### config.mk
export PLATFORM = sky130hd
export DESIGN_NAME = axi4_lite_master
export DESIGN_NICKNAME = d
export VERILOG_FILES = /design/src/rtl/axi4_lite_master.sv
export SDC_FILE = /design/constraint.sdc
export NUM_CORES = 1
export LEC_CHECK = 0
export CORE_UTILIZATION = 43
export CTS_CLUSTER_DIAMETER = 80
export DETAILED_ROUTE_END_ITERATION = 12
export PLACE_DENSITY_LB_ADDON = 0.08
export SLEW_MARGIN = 5
export SYNTH_ARGS = -nofsm -noshare
export SYNTH_HDL_FRONTEND = slang
export SYNTH_SLANG_ARGS = --single-unit
### constraint.sdc
create_clock -name clk -period 2.3 [get_ports clk]
set_input_delay 0.345 -clock clk [delete_from_list [all_inputs] [get_ports clk]]
set_output_delay 0.345 -clock clk [all_outputs]
set_load 0.01 [all_outputs]
### src/rtl/axi4_lite_master.sv
// Purpose: turns single-beat core load/store requests into AXI4-Lite read/write transactions.
// Latency: zero-wait slave gives store accept N -> write_done N+3, load accept N -> data_valid N+3.
// Backpressure: one transaction in flight; busy stalls the core and new requests are ignored meanwhile.
module axi4_lite_master #(
   parameter int ADDR_WIDTH = 32,
   parameter int DATA_WIDTH = 32
) (
   input  logic                      clk,
   input  logic                      rst,
   // core side
   input  logic                      mem_read,
   input  logic                      mem_write,
   input  logic [DATA_WIDTH/8-1:0]   byte_en,
   input  logic [ADDR_WIDTH-1:0]     addr,
   input  logic [DATA_WIDTH-1:0]     write_data,
   output logic [DATA_WIDTH-1:0]     read_data,
   output logic                      data_valid,
   output logic                      write_done,
   output logic                      resp_err,
   output logic                      busy,
   // AXI4-Lite write address channel
   output logic [ADDR_WIDTH-1:0]     m_awaddr_o,
   output logic                      m_awvalid_o,
   input  logic                      m_awready_i,
   // write data channel
   output logic [DATA_WIDTH-1:0]     m_wdata_o,
   output logic [DATA_WIDTH/8-1:0]   m_wstrb_o,
   output logic                      m_wvalid_o,
   input  logic                      m_wready_i,
   // write response channel
   input  logic [1:0]                m_bresp_i,
   input  logic                      m_bvalid_i,
   output logic                      m_bready_o,
   // read address channel
   output logic [ADDR_WIDTH-1:0]     m_araddr_o,
   output logic                      m_arvalid_o,
   input  logic                      m_arready_i,
   // read data channel
   input  logic [DATA_WIDTH-1:0]     m_rdata_i,
   input  logic [1:0]                m_rresp_i,
   input  logic                      m_rvalid_i,
   output logic                      m_rready_o
);

   typedef enum logic [2:0] {
      S_IDLE,
      S_WRITE,
      S_WRESP,
      S_RADDR,
      S_RDATA
   } state_e;

   state_e                    state_q;
   logic [ADDR_WIDTH-1:0]     addr_q;
   logic [DATA_WIDTH-1:0]     wdata_q;
   logic [DATA_WIDTH/8-1:0]   wstrb_q;
   logic                      awvalid_q;
   logic                      wvalid_q;
   logic                      arvalid_q;
   logic                      bready_q;
   logic                      rready_q;
   logic [DATA_WIDTH-1:0]     read_data_q;
   logic                      data_valid_q;
   logic                      write_done_q;
   logic                      resp_err_q;
   logic                      busy_q;

   // The AW and W VALID registers double as the per-channel "not yet done" flags:
   // a channel stays pending after this cycle only if it is valid and not accepted.
   logic aw_pend_d;
   logic w_pend_d;

   assign aw_pend_d = awvalid_q & ~m_awready_i;
   assign w_pend_d  = wvalid_q  & ~m_wready_i;

   // Transaction FSM; every AXI and core-side output comes straight from a register.
   always_ff @(posedge clk or negedge rst) begin
      if (!rst) begin
         state_q      <= S_IDLE;
         addr_q       <= '0;
         wdata_q      <= '0;
         wstrb_q      <= '0;
         awvalid_q    <= 1'b0;
         wvalid_q     <= 1'b0;
         arvalid_q    <= 1'b0;
         bready_q     <= 1'b0;
         rready_q     <= 1'b0;
         read_data_q  <= '0;
         data_valid_q <= 1'b0;
         write_done_q <= 1'b0;
         resp_err_q   <= 1'b0;
         busy_q       <= 1'b0;
      end else begin
         // completion pulses and their error qualifier last exactly one cycle
         data_valid_q <= 1'b0;
         write_done_q <= 1'b0;
         resp_err_q   <= 1'b0;
         case (state_q)
            S_IDLE: begin
               // a store takes priority; a simultaneous load is dropped
               if (mem_write) begin
                  addr_q    <= addr;
                  wdata_q   <= write_data;
                  wstrb_q   <= byte_en;
                  awvalid_q <= 1'b1;
                  wvalid_q  <= 1'b1;
                  busy_q    <= 1'b1;
                  state_q   <= S_WRITE;
               end else if (mem_read) begin
                  addr_q    <= addr;
                  arvalid_q <= 1'b1;
                  busy_q    <= 1'b1;
                  state_q   <= S_RADDR;
               end
            end
            S_WRITE: begin
               // each VALID drops only on its own handshake, in any order
               awvalid_q <= aw_pend_d;
               wvalid_q  <= w_pend_d;
               if (!aw_pend_d && !w_pend_d) begin
                  bready_q <= 1'b1;
                  state_q  <= S_WRESP;
               end
            end
            S_WRESP: begin
               if (m_bvalid_i && bready_q) begin
                  bready_q     <= 1'b0;
                  write_done_q <= 1'b1;
                  resp_err_q   <= |m_bresp_i;
                  busy_q       <= 1'b0;
                  state_q      <= S_IDLE;
               end
            end
            S_RADDR: begin
               if (arvalid_q && m_arready_i) begin
                  arvalid_q <= 1'b0;
                  rready_q  <= 1'b1;
                  state_q   <= S_RDATA;
               end
            end
            S_RDATA: begin
               if (m_rvalid_i && rready_q) begin
                  rready_q     <= 1'b0;
                  read_data_q  <= m_rdata_i;
                  data_valid_q <= 1'b1;
                  resp_err_q   <= |m_rresp_i;
                  busy_q       <= 1'b0;
                  state_q      <= S_IDLE;
               end
            end
            default: begin
               awvalid_q <= 1'b0;
               wvalid_q  <= 1'b0;
               arvalid_q <= 1'b0;
               bready_q  <= 1'b0;
               rready_q  <= 1'b0;
               busy_q    <= 1'b0;
               state_q   <= S_IDLE;
            end
         endcase
      end
   end

   assign m_awaddr_o  = addr_q;
   assign m_awvalid_o = awvalid_q;
   assign m_wdata_o   = wdata_q;
   assign m_wstrb_o   = wstrb_q;
   assign m_wvalid_o  = wvalid_q;
   assign m_bready_o  = bready_q;
   assign m_araddr_o  = addr_q;
   assign m_arvalid_o = arvalid_q;
   assign m_rready_o  = rready_q;

   assign read_data   = read_data_q;
   assign data_valid  = data_valid_q;
   assign write_done  = write_done_q;
   assign resp_err    = resp_err_q;
   assign busy        = busy_q;

endmodule

# ---- Word level (Yosys, flattened, before mapping)
# Index checks and enable logic that the tools add are counted.
dict set report classes {
  eq_ne 12
  muxes 31
  n_bitwise 9
  n_reduce_logical 24
}
# cell count
set op_table {}
lappend op_table {{$mux W32} 2}
lappend op_table {{$mux W3} 6}
lappend op_table {{$mux W1} 15}
lappend op_table {{$pmux W1 S3} 5}
lappend op_table {{$pmux W3 S5} 1}
lappend op_table {{$ne A2 B2 Y1 const B} 7}
lappend op_table {{$reduce_or A3 Y1} 4}
lappend op_table {{$reduce_and A2 Y1} 4}
lappend op_table {{$reduce_and A4 Y1} 2}
lappend op_table {{$not A1 Y1} 7}
lappend op_table {{$eq A3 B2 Y1 const B} 2}
lappend op_table {{$reduce_and A3 Y1} 2}
lappend op_table {{$reduce_or A2 Y1} 3}
lappend op_table {{$reduce_and A5 Y1} 1}
lappend op_table {{$logic_and A1 B1 Y1} 4}
lappend op_table {{$pmux W1 S4} 1}
lappend op_table {{$eq A3 B1 Y1 const B} 1}
lappend op_table {{$eq A3 B3 Y1 const B} 1}
lappend op_table {{$logic_not A3 Y1} 1}
lappend op_table {{$ne A3 B3 Y1 const B} 1}
lappend op_table {{$and A1 B1 Y1} 2}
lappend op_table {{$logic_not A1 Y1} 2}
lappend op_table {{$pmux W1 S2} 1}
lappend op_table {{$reduce_bool A2 Y1} 1}
dict set report totals {
  reg_bits 112
  inputBits 113
  output_inout_bits 141
  word_cells 90
}

# ---- Depth between registers and ports, before layout
dict set report depth {
  depth_word 6
  mapped_depth 6
  depth_no_buf 3
}

# ---- Worst setup path before layout
# No wires, ideal clock.
dict set report synth_timing {
  kind {flip-flop to flip-flop}
  startpoint {register state_q[0]}
  endpoint {register read_data_q[10] (netlist: read_data[10])}
  setup_ns 0.125
  t_arrival_ns 1.423
  required_ns 2.175
  path_slack_ns 0.752
  stages_incl_launch_ff 7
  period_less_slack_ns 1.548
  path_cell_list {dfrtp_1 -> buf_4 -> nor2_4 -> and4_4 -> buf_6 -> buf_8 -> mux2_4}
}
dict set report synth_between {
  elab_chain_len 2
}
# element line
set synth_rtl {}
lappend synth_rtl {{start: declaration} 53} ;# state_e state_q;
lappend synth_rtl {{start signal: assignment} 79} ;# state_q <= S_IDLE;
lappend synth_rtl {{start signal: assignment} 108} ;# state_q <= S_WRITE;
lappend synth_rtl {{start signal: assignment} 113} ;# state_q <= S_RADDR;
lappend synth_rtl {{$eq A3 B3 Y1} 98} ;# case (state_q)
lappend synth_rtl {{$reduce_and A2 Y1 (no source line)} --}
lappend synth_rtl {{end signal: assignment} 144} ;# read_data_q <= m_rdata_i;
lappend synth_rtl {{end: declaration} 62} ;# logic [DATA_WIDTH-1:0] read_data_q;
# Every way passes these cells.
# A chain may end at the register's enable or synchronous reset.

# ---- Final worst setup path
dict set report layout_timing {
  startpoint {register state_q[1]}
  endpoint {register read_data_q[4] (netlist: read_data[4])}
}
# Same word-level chain as after synthesis.

==> results.sh <==
export IMPL_min_period_over_period=0.8475
export IMPL_ff_latch_area_um2=2803
export IMPL_gp_routability_congestion=0.7989
export IMPL_ys_seq_area_frac=0.5576
export IMPL_syn_inst=316
export IMPL_whs_path_depth=1
export IMPL_drive_gt1_frac=0.2441
export IMPL_h_tree_depth=3
export IMPL_cts_sinks=112
export IMPL_ant_nets=0
export IMPL_hold_end="read_data[31]$_DFFE_PN0P_"
export IMPL_vias_per_cell=4.751
export IMPL_pwr_share_clk=0.154
export IMPL_cp_slowest_stage_delay_ps=550
export IMPL_grt_pass1_wl_um=17710
export IMPL_rr_worst_depth=4
export IMPL_period_needed_ps=1949
export IMPL_hold_path_startpoint="read_data[31]$_DFFE_PN0P_"
export IMPL_postCtsSetupBuffers=0
export IMPL_totalPowerFinal_mw=10.15
export IMPL_slew_violations=0
export IMPL_path_class="flop to flop"
export IMPL_pwr_share_seq=0.340
export IMPL_ir_worst_vdd_uv=860.5
export IMPL_p_int_mw=7.086
export IMPL_syn_area_um2=5026
export IMPL_fmax_mhz=513.0
export IMPL_vias=3288
export IMPL_path_cells="nor2_4, and4_4, buf_4, mux2_4"
export IMPL_crit_fanout=17
export IMPL_synth_async_reset_ratio=1.000
export IMPL_fin_nets=657
export IMPL_crit_start="state_q[1]$_DFFE_PN0P_"
export IMPL_maxCapViolCount=0
export IMPL_cts_tree="built"
export IMPL_cts_buffer_depth=2
export IMPL_cts_root_buf="clkbuf_16"
export IMPL_fin_setup_tns_ps=0
export IMPL_rsz0062_at_grt="no"
export IMPL_place_hpwl_um=8840
export IMPL_status="finished, final reports clean"
export IMPL_diodes=0
export IMPL_reg2reg_slack_ps=350
export IMPL_ys_ff_latch=112
export IMPL_timing_rr_end="read_data[4]$_DFFE_PN0P_"
export IMPL_antenna_found_initial=0
export IMPL_grt_pass1_vias=3287
export IMPL_track_usage=0.1969
export IMPL_p_switching_mw=3.061
export IMPL_synth_flop_cell="dfrtp_1"
export IMPL_first_iter_violations=108
export IMPL_cts_made_buffers=9
export IMPL_hold_viol_final=0
export IMPL_worst_pin_slew_ps=547.4
export IMPL_switching_share=0.3016
export IMPL_slew_headroom=0.6351
export IMPL_yosysWarnings=0
export IMPL_crit_arrival_ps=2180
export IMPL_start_util=0.4402
export IMPL_portBuffers=253
export IMPL_drt_total_wl_um=11870
export IMPL_timing_rr_start="state_q[1]$_DFFE_PN0P_"
export IMPL_fill_cells=869
export IMPL_synthToLayoutAreaGrowth_pct=54.44
export IMPL_clkTransAtPathRegs_ps=70
export IMPL_fp_coreArea_um2=11420
export IMPL_setup_viol=0
export IMPL_final_cells=692
export IMPL_finClkSkew_ps=5.504
export IMPL_wire_per_inst_um=17.15
export IMPL_dieArea_um2=12130
export IMPL_ios=254
export IMPL_multi_input_comb_area_um2=1802
export IMPL_min_path_type="flop to flop"
export IMPL_leakagePower_nw=3.374
export IMPL_synth_nets=429
export IMPL_insertion_delay_ps=340
export IMPL_cp_slowest_cell="dfrtp_1"
export IMPL_die_x_um=110.1
export IMPL_dieHeight_um=110.1
export IMPL_dp_cells=675
export IMPL_gr_total_overflow=0
export IMPL_drc=0
export IMPL_synth_distinct_cells=32
export IMPL_cp_data_required_time_ps=2530
export IMPL_endpoint_kind="flop"
export IMPL_synth_edf_count=0
export IMPL_combPwrFrac=0.506
export IMPL_pwr_density_cell_nw_per_um2=1307
export IMPL_start_kind="flop"
export IMPL_syn_area_per_cell_um2=15.91
export IMPL_rows=39
export IMPL_first_pass_iters=4
export IMPL_grt_max_degree=43
==> cells in the mapped netlist, types with 2 or more instances <==
| master | n | area (um^2) |
|---|---|---|
| or2_2 | 2 | 12.51 |
| dfrtp_1 | 112 | 2803 |
| nor2b_1 | 6 | 37.54 |
| nand2_1 | 4 | 15.01 |
| clkbuf_1 | 2 | 7.510 |
| nand3_1 | 5 | 25.02 |
| and2_1 | 2 | 12.51 |
| buf_4 | 34 | 255.2 |
| nand2b_1 | 5 | 31.28 |
| mux2_2 | 13 | 146.4 |
| a32oi_1 | 3 | 26.28 |
| mux2_4 | 87 | 1306 |
| o21ai_0 | 6 | 30.03 |
| inv_1 | 4 | 15.01 |
| buf_8 | 6 | 90.09 |
| buf_6 | 5 | 56.30 |
| nand3b_1 | 4 | 30.03 |
| a31oi_1 | 2 | 12.51 |
==> what timing repair did <==
item,CTS,global route
hold buffers,1,0
resized for setup,0,0
hold endpoints to repair,6,0
==> worst max-delay path: cells and delay by family (launching register included) <==
family,cells,cell delay (ps)
muxes,1,300
and+or+nand+nor,2,730
DFF,1,550
buffers and inverters,1,230
==> worst max path at each step <==
| stage | endpoint | cells past startpoint |
|---|---|---|
| after global routing | read_data[4]$_DFFE_PN0P_ | 4 |
| after floorplan | read_data[10]$_DFFE_PN0P_ | 6 |
| after global placement | read_data[4]$_DFFE_PN0P_ | 4 |
| after CTS | read_data[18]$_DFFE_PN0P_ | 4 |
| final | read_data[4]$_DFFE_PN0P_ | 4 |
| after detailed placement | read_data[4]$_DFFE_PN0P_ | 4 |
==> sequential cells by signal, summed over array words and instances, names as in the netlist, 3 cells and up <==
signal      count
m_araddr_o     32
m_wdata_o      32
read_data      32
m_wstrb_o       4
state_q         3
==> cell type report <==
class,instances,share of cell area
multi-input cells,153,0.2321
clock inverters,5,0.007253
flip-flops and latches,112,0.3611
clock buffers,11,0.03127
repair buffers,264,0.3433
inverters,4,0.001934
well taps,143,0.02305
==> cells in the final DEF (no fill, tap or decap), types with 3 or more instances in the layout <==
cell             count
clkdlybuf4s50_1    252
dfrtp_1            112
mux2_4              87
mux2_2              13
clkbuf_16            9
buf_4                7
nor2b_1              6
o21ai_0              6
nand3_1              5
nand2b_1             5
inv_1                4
nand2_1              4
nand3b_1             4
buf_12               4
a32oi_1              3
==> per-layer routing <==
layer,vias up,wire length [um],track usage,share of wire
met5,-,0,0,0
met1,1622,4645,0.2362,0.39
met2,141,6060,0.3330,0.51
met3,11,1021,0.06761,0.086
met4,0,138,0.06203,0.012
li1,1514,-,-,-
==> stage by stage <==
step                utilization  cell area [um^2]  setup slack [ps]  hold WS (ps)
floorplan                     -              5026             751.5         49.41
CTS                      0.6798              7762             357.8         510.2
detailed placement       0.6528              7453             327.2         370.9
global placement         0.6528              7453             338.5         369.3
finish                   0.6798              7762             350.7         507.0
global route             0.6798              7762             269.3         525.6
==> cell families after synthesis <==
family,count (synthesis),synth area share
mux,100,0.2890
simple gates,35,0.04431
buf+inv,51,0.08439
compound gates,18,0.02465
flops,112,0.5576
==> power by group through the flow <==
| stage | clock [mW] | sequential (mW) | combinational, mW |
|---|---|---|---|
| 6_report | 1.56 | 3.45 | 5.13 |
| 5_1_grt | 1.68 | 3.58 | 5.47 |
| 4_1_cts | 1.60 | 3.47 | 5.20 |
| 3_5_place_dp | 0 | 3.48 | 5.17 |
| 3_3_place_gp | 0 | 3.44 | 5.11 |
| 2_1_floorplan | 0 | 3.73 | 2.57 |
No activity file was read; power rests on OpenSTA's default activity.
